### src/rtl/hazard_ctrl.sv
//------------------------------------------------------------------------------
// Module   : hazard_ctrl
// Purpose  : Pipeline hazard unit: forwarding, load-use, PC-write and multicycle stalls/flushes.
// Revision : 1.0
//------------------------------------------------------------------------------
`default_nettype none

module hazard_ctrl #(
  parameter int REG_AW   = 4,
  parameter int NUM_SRC  = 3,
  parameter int EXEC_LAT = 4
) (
  input  logic                       clk,
  input  logic                       reset,
  input  logic [NUM_SRC*REG_AW-1:0]  RA_D,
  input  logic [NUM_SRC*REG_AW-1:0]  RA_E,
  input  logic [NUM_SRC-1:0]         RAValidD,
  input  logic [REG_AW-1:0]          WA3E,
  input  logic [REG_AW-1:0]          WA3M,
  input  logic [REG_AW-1:0]          WA3W,
  input  logic                       RegWriteE,
  input  logic                       RegWriteM,
  input  logic                       RegWriteW,
  input  logic                       MemtoRegE,
  input  logic                       MulStartE,
  input  logic                       PCSrcD,
  input  logic                       PCSrcE,
  input  logic                       PCSrcM,
  input  logic                       PCSrcW,
  input  logic                       BranchTakenE,
  output logic [NUM_SRC*2-1:0]       ForwardE,
  output logic                       StallF,
  output logic                       StallD,
  output logic                       StallE,
  output logic                       FlushD,
  output logic                       FlushE,
  output logic                       FlushM,
  output logic                       MulBusy
);

  localparam logic [REG_AW-1:0] C_PC_REG = {REG_AW{1'b1}};
  localparam int                C_CNT_W  = $clog2(EXEC_LAT) + 1;
  localparam logic [C_CNT_W-1:0] C_CNT_LOAD =
    (EXEC_LAT >= 2) ? C_CNT_W'(EXEC_LAT - 2) : '0;

  typedef enum logic [0:0] {
    IDLE = 1'b0,
    BUSY = 1'b1
  } state_t;

  state_t               state_q, state_d;
  logic [C_CNT_W-1:0]   cnt_q, cnt_d;
  logic                 mul_stall;
  logic                 ld_stall;
  logic                 pc_wr_pend;
  logic [NUM_SRC*2-1:0] fwd_sel;

  // R15 reads come from the PC path, so they are never forwarded.
  generate
    for (genvar i = 0; i < NUM_SRC; i++) begin : g_fwd
      logic [REG_AW-1:0] ra;
      assign ra = RA_E[i*REG_AW +: REG_AW];
      always_comb begin
        fwd_sel[i*2 +: 2] = 2'b00;
        if (ra != C_PC_REG) begin
          if (RegWriteM && (ra == WA3M))
            fwd_sel[i*2 +: 2] = 2'b10;
          else if (RegWriteW && (ra == WA3W))
            fwd_sel[i*2 +: 2] = 2'b01;
        end
      end
    end
  endgenerate

  always_comb begin
    ld_stall = 1'b0;
    if (MemtoRegE && RegWriteE && (WA3E != C_PC_REG)) begin
      for (int i = 0; i < NUM_SRC; i++) begin
        if (RAValidD[i] && (RA_D[i*REG_AW +: REG_AW] == WA3E))
          ld_stall = 1'b1;
      end
    end
  end

  assign pc_wr_pend = PCSrcD | PCSrcE | PCSrcM;

  always_comb begin
    state_d   = state_q;
    cnt_d     = cnt_q;
    mul_stall = 1'b0;
    case (state_q)
      IDLE: begin
        if (MulStartE && (EXEC_LAT >= 2)) begin
          mul_stall = 1'b1;
          cnt_d     = C_CNT_LOAD;
          state_d   = BUSY;
        end
      end
      BUSY: begin
        if (cnt_q != '0) begin
          mul_stall = 1'b1;
          cnt_d     = cnt_q - C_CNT_W'(1);
        end else begin
          state_d = IDLE;
        end
      end
      default: begin
        state_d = IDLE;
        cnt_d   = '0;
      end
    endcase
  end

  always_ff @(posedge clk) begin
    if (reset) begin
      state_q <= IDLE;
      cnt_q   <= '0;
    end else begin
      state_q <= state_d;
      cnt_q   <= cnt_d;
    end
  end

  // Reset holds every stage flushed and nothing stalled.
  always_comb begin
    if (reset) begin
      ForwardE = '0;
      StallF   = 1'b0;
      StallD   = 1'b0;
      StallE   = 1'b0;
      FlushD   = 1'b1;
      FlushE   = 1'b1;
      FlushM   = 1'b1;
      MulBusy  = 1'b0;
    end else begin
      ForwardE = fwd_sel;
      StallF   = ld_stall | pc_wr_pend | mul_stall;
      StallD   = ld_stall | mul_stall;
      StallE   = mul_stall;
      FlushD   = pc_wr_pend | PCSrcW | BranchTakenE;
      FlushE   = (ld_stall | BranchTakenE) & ~mul_stall;
      FlushM   = mul_stall;
      MulBusy  = (state_q == BUSY);
    end
  end

endmodule

`default_nettype wire

### config.mk
export PLATFORM = sky130hd
export DESIGN_NAME = hazard_ctrl
export DESIGN_NICKNAME = d
export VERILOG_FILES = /design/src/rtl/hazard_ctrl.sv
export SDC_FILE = /design/constraint.sdc
export NUM_CORES = 1
export LEC_CHECK = 0
export ABC_AREA = 1
export CAP_MARGIN = 20
export CORE_MARGIN = 2
export CORE_UTILIZATION = 37
export DETAILED_ROUTE_END_ITERATION = 8
export GPL_TIMING_DRIVEN = 0
export PLACE_DENSITY_LB_ADDON = 0.12
export SLEW_MARGIN = 15
export SYNTH_ARGS = -nofsm -noshare
export SYNTH_HDL_FRONTEND = slang
export SYNTH_SLANG_ARGS = --single-unit
### constraint.sdc
create_clock -name clk -period 3.6 [get_ports clk]
set_clock_uncertainty 0.05 [all_clocks]
set_input_delay 0.36 -clock clk [delete_from_list [all_inputs] [get_ports clk]]
set_output_delay 0.36 -clock clk [all_outputs]
set_load 0.01 [all_outputs]
After elaboration in Yosys (flattened, before gate mapping):

Index checks and enable logic that the tools add are counted.

* memories kept: 0
* latch bits: 0
* memory bits (writable): 0
* bits in read-only memories: 0
* bits of input ports: 51
* output and inout port bits: 13
* word-level logic and storage cells: 69
* bits in registers: 4

* add/sub/neg operators: 1
* mux-type cells: 27
* equal/unequal tests: 15
* reductions and logical operators: 13
* bitwise logic cells: 11
* multipliers: 0
* $lt $le $gt $ge: 0
* divide/modulo/power cells: 0
* shift-type cells: 0

Operators with widths (count)
* $eq 4x4->1: 9
* $mux 1: 16
* $ne 4x4->1 const B: 4
* $mux 2: 6
* $logic_and 1x1->1: 11
* $or 1x1->1: 8
* $mux 3: 2
* $mux 6: 1
* $pmux 3 s2: 1
* $reduce_bool 3->1: 1
* $sub 3x1->3 const B: 1
* $ne 2x1->1 const B: 1
* $ne 2x2->1 const B: 1
* $not 1->1: 2
* $pmux 1 s2: 1
* $reduce_and 2->1: 1
* $and 1x1->1: 1

Depth between registers and ports, before layout:

Gate-level depths: netlist of the first run.

* word-level depth: 9
* mapped depth: 10
* gate-level depth less buffers: 10

Worst setup path after synthesis of the first run:

No wires, ideal clock.

* kind: register to output
* from: register cnt_q[0]
* to: output port FlushE
* cell stages (with the launch flop): 9
* path buffers: 0
* data required time: 3190 ps
* arrival: 1185 ps
* path slack: 2005 ps
* cells stage by stage: dfxtp_1 inv_1 ha_1 a21oi_1 a21oi_1 inv_1 nand2_1 inv_1 a21oi_1

* longest elaborated chain between the ends: 6

Ends and longest elaborated chain
* from (decl): RTL line 52 `logic [C_CNT_W-1:0] cnt_q, cnt_d;`
* from (signal assigned): RTL line 120 `cnt_q <= cnt_d;`
* $reduce_bool 3->1: RTL line 100 `if (cnt_q != '0) begin`
* $mux 1: RTL line 100
* $pmux 1 s2: RTL line 91 `case (state_q)`
* $not 1->1: RTL line 141 `FlushE = (ld_stall | BranchTakenE) & ~mul_stall;`
* $and 1x1->1: RTL line 141
* $mux 1: RTL line 126 `if (reset) begin`
* to (decl): RTL line 36 `output logic FlushE,`

No other way between the ends.

Worst setup path after layout of the first run:

* from: input port WA3M[1]
* to: output port ForwardE[5]

* longest elaborated chain between the ends: 5

Ends and longest elaborated chain
* from (decl): RTL line 19 `input logic [REG_AW-1:0] WA3M,`
* $eq 4x4->1: RTL line 66 `if (RegWriteM && (ra == WA3M))`
* $logic_and 1x1->1: RTL line 66
* $mux 2: RTL line 66
* $mux 2: RTL line 65 `if (ra != C_PC_REG) begin`
* $mux 6: RTL line 126
* to (decl): RTL line 31 `output logic [NUM_SRC*2-1:0] ForwardE,`

No other way between the ends.

==> metrics, run 1 <==
final hold viol count=0; first-pass GRT wire length=4.73 mm; Layout fillers=201; Yosys cell types=24; worst path buffer plus inverter count=3; Wirelength per Cell=11.4 um; post-route antenna net violation count=0; post-synthesis sequential area ratio=0.0904; Worst Max-Slew Pin Slew=381 ps; via/cell ratio=4.92; Avg Cell Area, Syn=5.15 um2; Most Frequent Cell on Critical Path=clkdlybuf4s50_1; CP max stage cell=clkdlybuf4s50_1; clock sink count=4; Hold-fix buffers, CTS=0; crit-path max cell delay=570 ps; Remaining Overflow, GRT=0; RSZ-0062 raised after global routing=false; P&R area growth vs syn=77.7%; Skew-Pair Late Insertion Delay=240 ps; critical path endpoint category=primary output; DR DRC count=0; crit-path cells=clkdlybuf4s50_1, inv_1, nor2_1, nor4_1, nand3_1, nor3_1, clkdlybuf4s50_1; CP Class=in2out; Slew Viols, Final=0; CP Data Required Time=3190 ps; synth warn=0; root buffer cell=clkbuf_4; layout cell share with drive strength beyond 1=0.0210; total global-route track usage=0.221; Final period util=0.740; I/O Buffers=63; syn nets=225; n_diodes=0; Max-cap violations=0; Hold WC Path Type=reg2reg; core footprint=0.00223 mm2; vias in the first global route=1200; final WL=3.04 mm; CTS tree=done; Die Y-Extent=52.9 um; FP Rows=17; Cells after Synth=172; CTS resizes=0; Reg clk slew, reported paths=30 ps; clock buffer depth=2; TritonRoute pass-1 iters=5; TritonCTS Buffers=3; Syn Std Cell Area=886 um2; endpoints failing setup=0; final worst slack=937 ps; LEAKAGE=0.000769 uW; Die ar.=0.00280 mm2; Max Freq=0.376 GHz; Via Count=1308; outcome=finished clean; routability cong.=0.935; Yosys reg bits=4; Worst setup SP type=input port; crit path max fanout=4; largest net degree at the start of global routing=10; H-tree Lvls=1; peak supply drop=132 uV; die width=52.9 um; family with the most delay on the worst path=buffers and inverters; nets=293; IO Pins=64; initial drt markers=29; arrival time at the worst endpoint=2250 ps; PD cells=171 mW/mm2; Final TNS setup=0 ps; DP Wirelength=2.60 mm; min Tclk post-route=2660 ps; initial antenna violation count=0; Initial Util=0.397; Post-CTS Setup Bufs=0; Max transition margin=0.744; pre-CTS setup slack=938 ps
worst paths after layout:
kind                          from                     to  slack, ps  cells past startpoint
max                        WA3M[1]            ForwardE[5]        940                      7
min          cnt_q[0]$_SDFFE_PP0P_  cnt_q[0]$_SDFFE_PP0P_        400                      1
max reg2reg  cnt_q[0]$_SDFFE_PP0P_  cnt_q[1]$_SDFFE_PP0P_       2210                      9
min reg2reg  cnt_q[0]$_SDFFE_PP0P_  cnt_q[0]$_SDFFE_PP0P_        400                      1
through the flow:
stage | instance area (um2) | utilization | hold WS, ps | cells | power, uW
final | 1570 | 0.705 | 401 | 266 | 269
after global routing | 1570 | 0.705 | 441 | 266 | 290
after CTS | 1570 | 0.705 | 408 | 266 | 271
after detailed placement | 1550 | 0.695 | 404 | 263 | 213
after global placement | 1550 | 0.695 | 393 | 263 | 207
after floorplan | 886 | - | 377 | 172 | 118
where the power goes:
part / internal (uW) / leakage (uW) / switching (uW) / total (uW)
registers: 48.6 / 0.0000329 / 1.88 / 50.5
logic: 89.7 / 0.000722 / 73.0 / 163
clock network: 37.3 / 0.0000138 / 18.8 / 56.1
total: 176 / 0.000769 / 93.7 / 269
cell usage after synthesis:
cell | count | share of area
a21o_1 | 2 | 0.017
o22ai_1 | 5 | 0.035
clkinv_1 | 1 | 0.0042
o21ai_0 | 8 | 0.045
or2_0 | 2 | 0.014
nand2_1 | 43 | 0.18
nand4_1 | 4 | 0.028
ha_1 | 2 | 0.028
nor2_1 | 28 | 0.12
dfxtp_1 | 4 | 0.090
and3_1 | 1 | 0.0071
a221oi_1 | 1 | 0.0099
inv_1 | 37 | 0.16
a211oi_1 | 1 | 0.0085
nor4_1 | 3 | 0.021
nand3_1 | 8 | 0.045
a21oi_1 | 6 | 0.034
o211a_1 | 1 | 0.011
a41oi_1 | 1 | 0.0099
nor4_2 | 2 | 0.028
xnor2_1 | 3 | 0.030
xor2_1 | 5 | 0.049
nor2b_1 | 2 | 0.014
nor3_1 | 2 | 0.011
cell families after synthesis:
logic type,synth area share
buffers and inverters,0.161
DFF,0.0904
AOI/OAI and AO/OA,0.171
adders and majority gates,0.0282
and+or+nand+nor,0.470
xor gates and xnor gates,0.0791
cell type report:
type | instances | area, um2 | share of cell area
multi-input cells | 130 | 663 | 0.421
repair buffers | 63 | 631 | 0.401
inverters | 38 | 143 | 0.0906
flip-flops and latches | 4 | 80.1 | 0.0509
well taps | 28 | 35.0 | 0.0223
clock buffers | 3 | 22.5 | 0.0143
placed cells by master, fill, tap and decap left out, drive strengths merged:
| cell type | netlist | final |
|---|---|---|
| inv | 37 | 37 |
| a221oi | 1 | 1 |
| or2 | 2 | 2 |
| nor2 | 28 | 28 |
| o21ai | 8 | 8 |
| o22ai | 5 | 5 |
| clkinv | 1 | 1 |
| a21o | 2 | 2 |
| a41oi | 1 | 1 |
| nand2 | 43 | 43 |
| nor2b | 2 | 2 |
| and3 | 1 | 1 |
| nand3 | 8 | 8 |
| clkdlybuf4s50 | 0 | 63 |
| a211oi | 1 | 1 |
| ha | 2 | 2 |
| xor2 | 5 | 5 |
| dfxtp | 4 | 4 |
| nor4 | 5 | 5 |
| clkbuf | 0 | 3 |
| xnor2 | 3 | 3 |
| o211a | 1 | 1 |
| nand4 | 4 | 4 |
| nor3 | 2 | 2 |
| a21oi | 6 | 6 |
sequential cells by signal, indices dropped and copies added (netlist names):
signal and flops:
cnt_q 3, state_q 1
layer usage:
| layer | GRT usage | vias up | share of wire |
|---|---|---|---|
| met5 | 0 | - | 0 |
| met4 | 0.0513 | 0 | 0.013 |
| met3 | 0.0452 | 5 | 0.082 |
| met2 | 0.431 | 52 | 0.50 |
| met1 | 0.237 | 565 | 0.41 |
| li1 | - | 686 | - |
Power figures use the tool's default switching activity.
==> run 2: changes to the inputs <==
- CORE_UTILIZATION: 37 -> 31
- clock period: 3.6 -> 2.1 ns (I/O delays scaled with it)
==> run 2 against run 1 <==
Compared with the run above:
- setup slack worse by 820 ps
- combinational power increased by 67%
- global-route usage decreased by 5.3 points
- utilization fell by 12 points
- worst hold slack gained 2.2 ps
- cell count rose by 1.5%
- clock-buffer cell count stayed put
- critical path depth fell by 1
- flip-flop and latch count unchanged
- first-iteration DRC count up 100%
- critical path type is now reg2out
- highest routed layer is now met3
==> metrics, run 2 (synthesis gave the netlist of run 1 again) <==
outcome=finished clean; Final period util=0.946; FP Rows=19 (+2); total global-route track usage=0.168 (-0.0528); Max transition margin=0.751 (+0.00761); clock buffer depth=2 (unchanged); initial antenna violation count=0 (unchanged); Remaining Overflow, GRT=0 (unchanged); n_diodes=0 (unchanged); endpoints failing setup=0 (unchanged); fin area=0.00159 mm2 (+0.79%); Wirelength per Cell=10.5 um (-8.3%); vias in the first global route=1150 (-4.2%); Worst setup SP type=flip-flop; clock sink count=4 (unchanged); final worst slack=113 ps (-824 ps); WL met2=1.30 mm (-14%); Layout fillers=284 (+41%); Top reg by flops=cnt_q; die width=57.5 um (+8.5%); arrival time at the worst endpoint=1730 ps (-520 ps); met1 WL=1.29 mm (+4.0%); Die ar.=0.00330 mm2 (+18%); P&R area growth vs syn=79.1%; max reg flops=3 (unchanged); initial drt markers=59 (+100%); LEAKAGE=0.000827 uW (+7.6%); Slew Viols, Final=0 (unchanged); Via Count=1278 (-2.3%); crit-path cells=inv_1, ha_1, a21oi_2, a21oi_2, nand2_1, clkdlybuf4s50_1; Reg clk slew, reported paths=40 ps (about the same); Max Freq=0.503 GHz; TritonRoute pass-1 iters=4 (-1); RSZ-0062 raised after global routing=false; peak supply drop=441 uV (+230%); via/cell ratio=4.73 (-3.7%); met3 WL post-DR=242 um (-3.2%); PD cells=282 mW/mm2 (+65%); Final TNS setup=0 ps (unchanged); biggest registers after layout=cnt_q (3), state_q (1); critical path endpoint category=primary output; I/O Buffers=63 (unchanged); core footprint=0.00273 mm2 (+22%); final hold viol count=0 (unchanged); Most Frequent Cell on Critical Path=a21oi_2; pre-CTS setup slack=-266 ps (-1200 ps); Max-cap violations=0 (unchanged); routability cong.=0.797 (-15%); Hold WC Path Type=reg2reg; CP Data Required Time=1840 ps (-1350 ps); H-tree Lvls=1 (unchanged); post-route antenna net violation count=0 (unchanged); largest net degree at the start of global routing=10 (unchanged); nets=294 (+0.34%); commonest non-fill, non-tap cells in the layout=clkdlybuf4s50_1, nand2_1, inv_1; worst path buffer plus inverter count=2 (-1); commonest non-fill, non-tap cell in the layout=clkdlybuf4s50_1; crit path max fanout=3 (-1); layout cell share with drive strength beyond 1=0.0460 (+0.0250); root buffer cell=clkbuf_4; min Tclk post-route=1990 ps; placed cell areas=0.00156 mm2 (+0.24%); Skew-Pair Late Insertion Delay=230 ps (about the same); Layout Utilization=0.580 (-0.124); CP Class=reg2out; CTS tree=done; DP Wirelength=2.36 mm (-9.4%); crit-path max cell delay=540 ps (-30 ps); final WL=2.83 mm (-6.9%); hold slack final=403 ps (+2.23 ps); first-pass GRT wire length=4.56 mm (-3.5%); CP max stage cell=clkdlybuf4s50_1; Worst Max-Slew Pin Slew=369 ps (-11.3 ps); Die Y-Extent=57.5 um (+8.5%); DR DRC count=0 (unchanged); IO Pins=64 (unchanged); TritonCTS Buffers=3 (unchanged); family with the most delay on the worst path=buffers and inverters; Initial Util=0.324 (-0.0726); max layer used=met3
-- run 2: changes by cell type in the layout (fill, tap and decap cells not counted), moves of 2 or more --
cell / change
clkdlybuf4s50_1: -18
a21oi_1: -2
dlygate4sd2_1: +18
a21oi_2: +2
-- run 2: worst paths after layout --
| path | start | end | slack [ps] | depth (start not counted) |
|---|---|---|---|---|
| max | cnt_q[0]$_SDFFE_PP0P_ | FlushM | 110 | 6 |
| min | cnt_q[0]$_SDFFE_PP0P_ | cnt_q[0]$_SDFFE_PP0P_ | 400 | 1 |
| max reg2reg | cnt_q[0]$_SDFFE_PP0P_ | cnt_q[1]$_SDFFE_PP0P_ | 770 | 9 |
| min reg2reg | cnt_q[0]$_SDFFE_PP0P_ | cnt_q[0]$_SDFFE_PP0P_ | 400 | 1 |
-- run 2: final cells by class --
cell class / count / area, um2 / area share
Multi-Input combinational cell: 130 / 682 / 0.430
Timing Repair Buffer: 64 / 616 / 0.388
Inverter: 38 / 148 / 0.0931
Sequential cell: 4 / 80.1 / 0.0505
Tap cell: 31 / 38.8 / 0.0244
Clock buffer: 3 / 22.5 / 0.0142
-- run 2: timing repair --
action,4_1_cts,5_1_grt
pin swaps,1,1
endpoints found under the setup margin,10,2
hold buffers,0,0
setup buffers,0,1
gates resized for setup,23,1
-- run 2: layer usage --
metal | vias up | track usage
met5 | - | 0
met4 | 0 | 0.0299
met3 | 0 | 0.0136
met2 | 52 | 0.294
met1 | 543 | 0.226
li1 | 683 | -
-- run 2: per-stage QoR --
stage | total power, uW | instances
2_1_floorplan | 203 | 172
3_3_place_gp | 360 | 266
3_5_place_dp | 361 | 266
4_1_cts | 449 | 269
5_1_grt | 489 | 270
6_report | 448 | 270
-- run 2: power breakdown --
group | leakage [uW] | switching [uW] | total, uW | internal, uW
combinational | 0.000780 | 126 | 272 | 146
clock | 0.0000138 | 26.2 | 89.7 | 63.5
sequential | 0.0000329 | 2.72 | 86.0 | 83.2
total | 0.000827 | 155 | 448 | 293
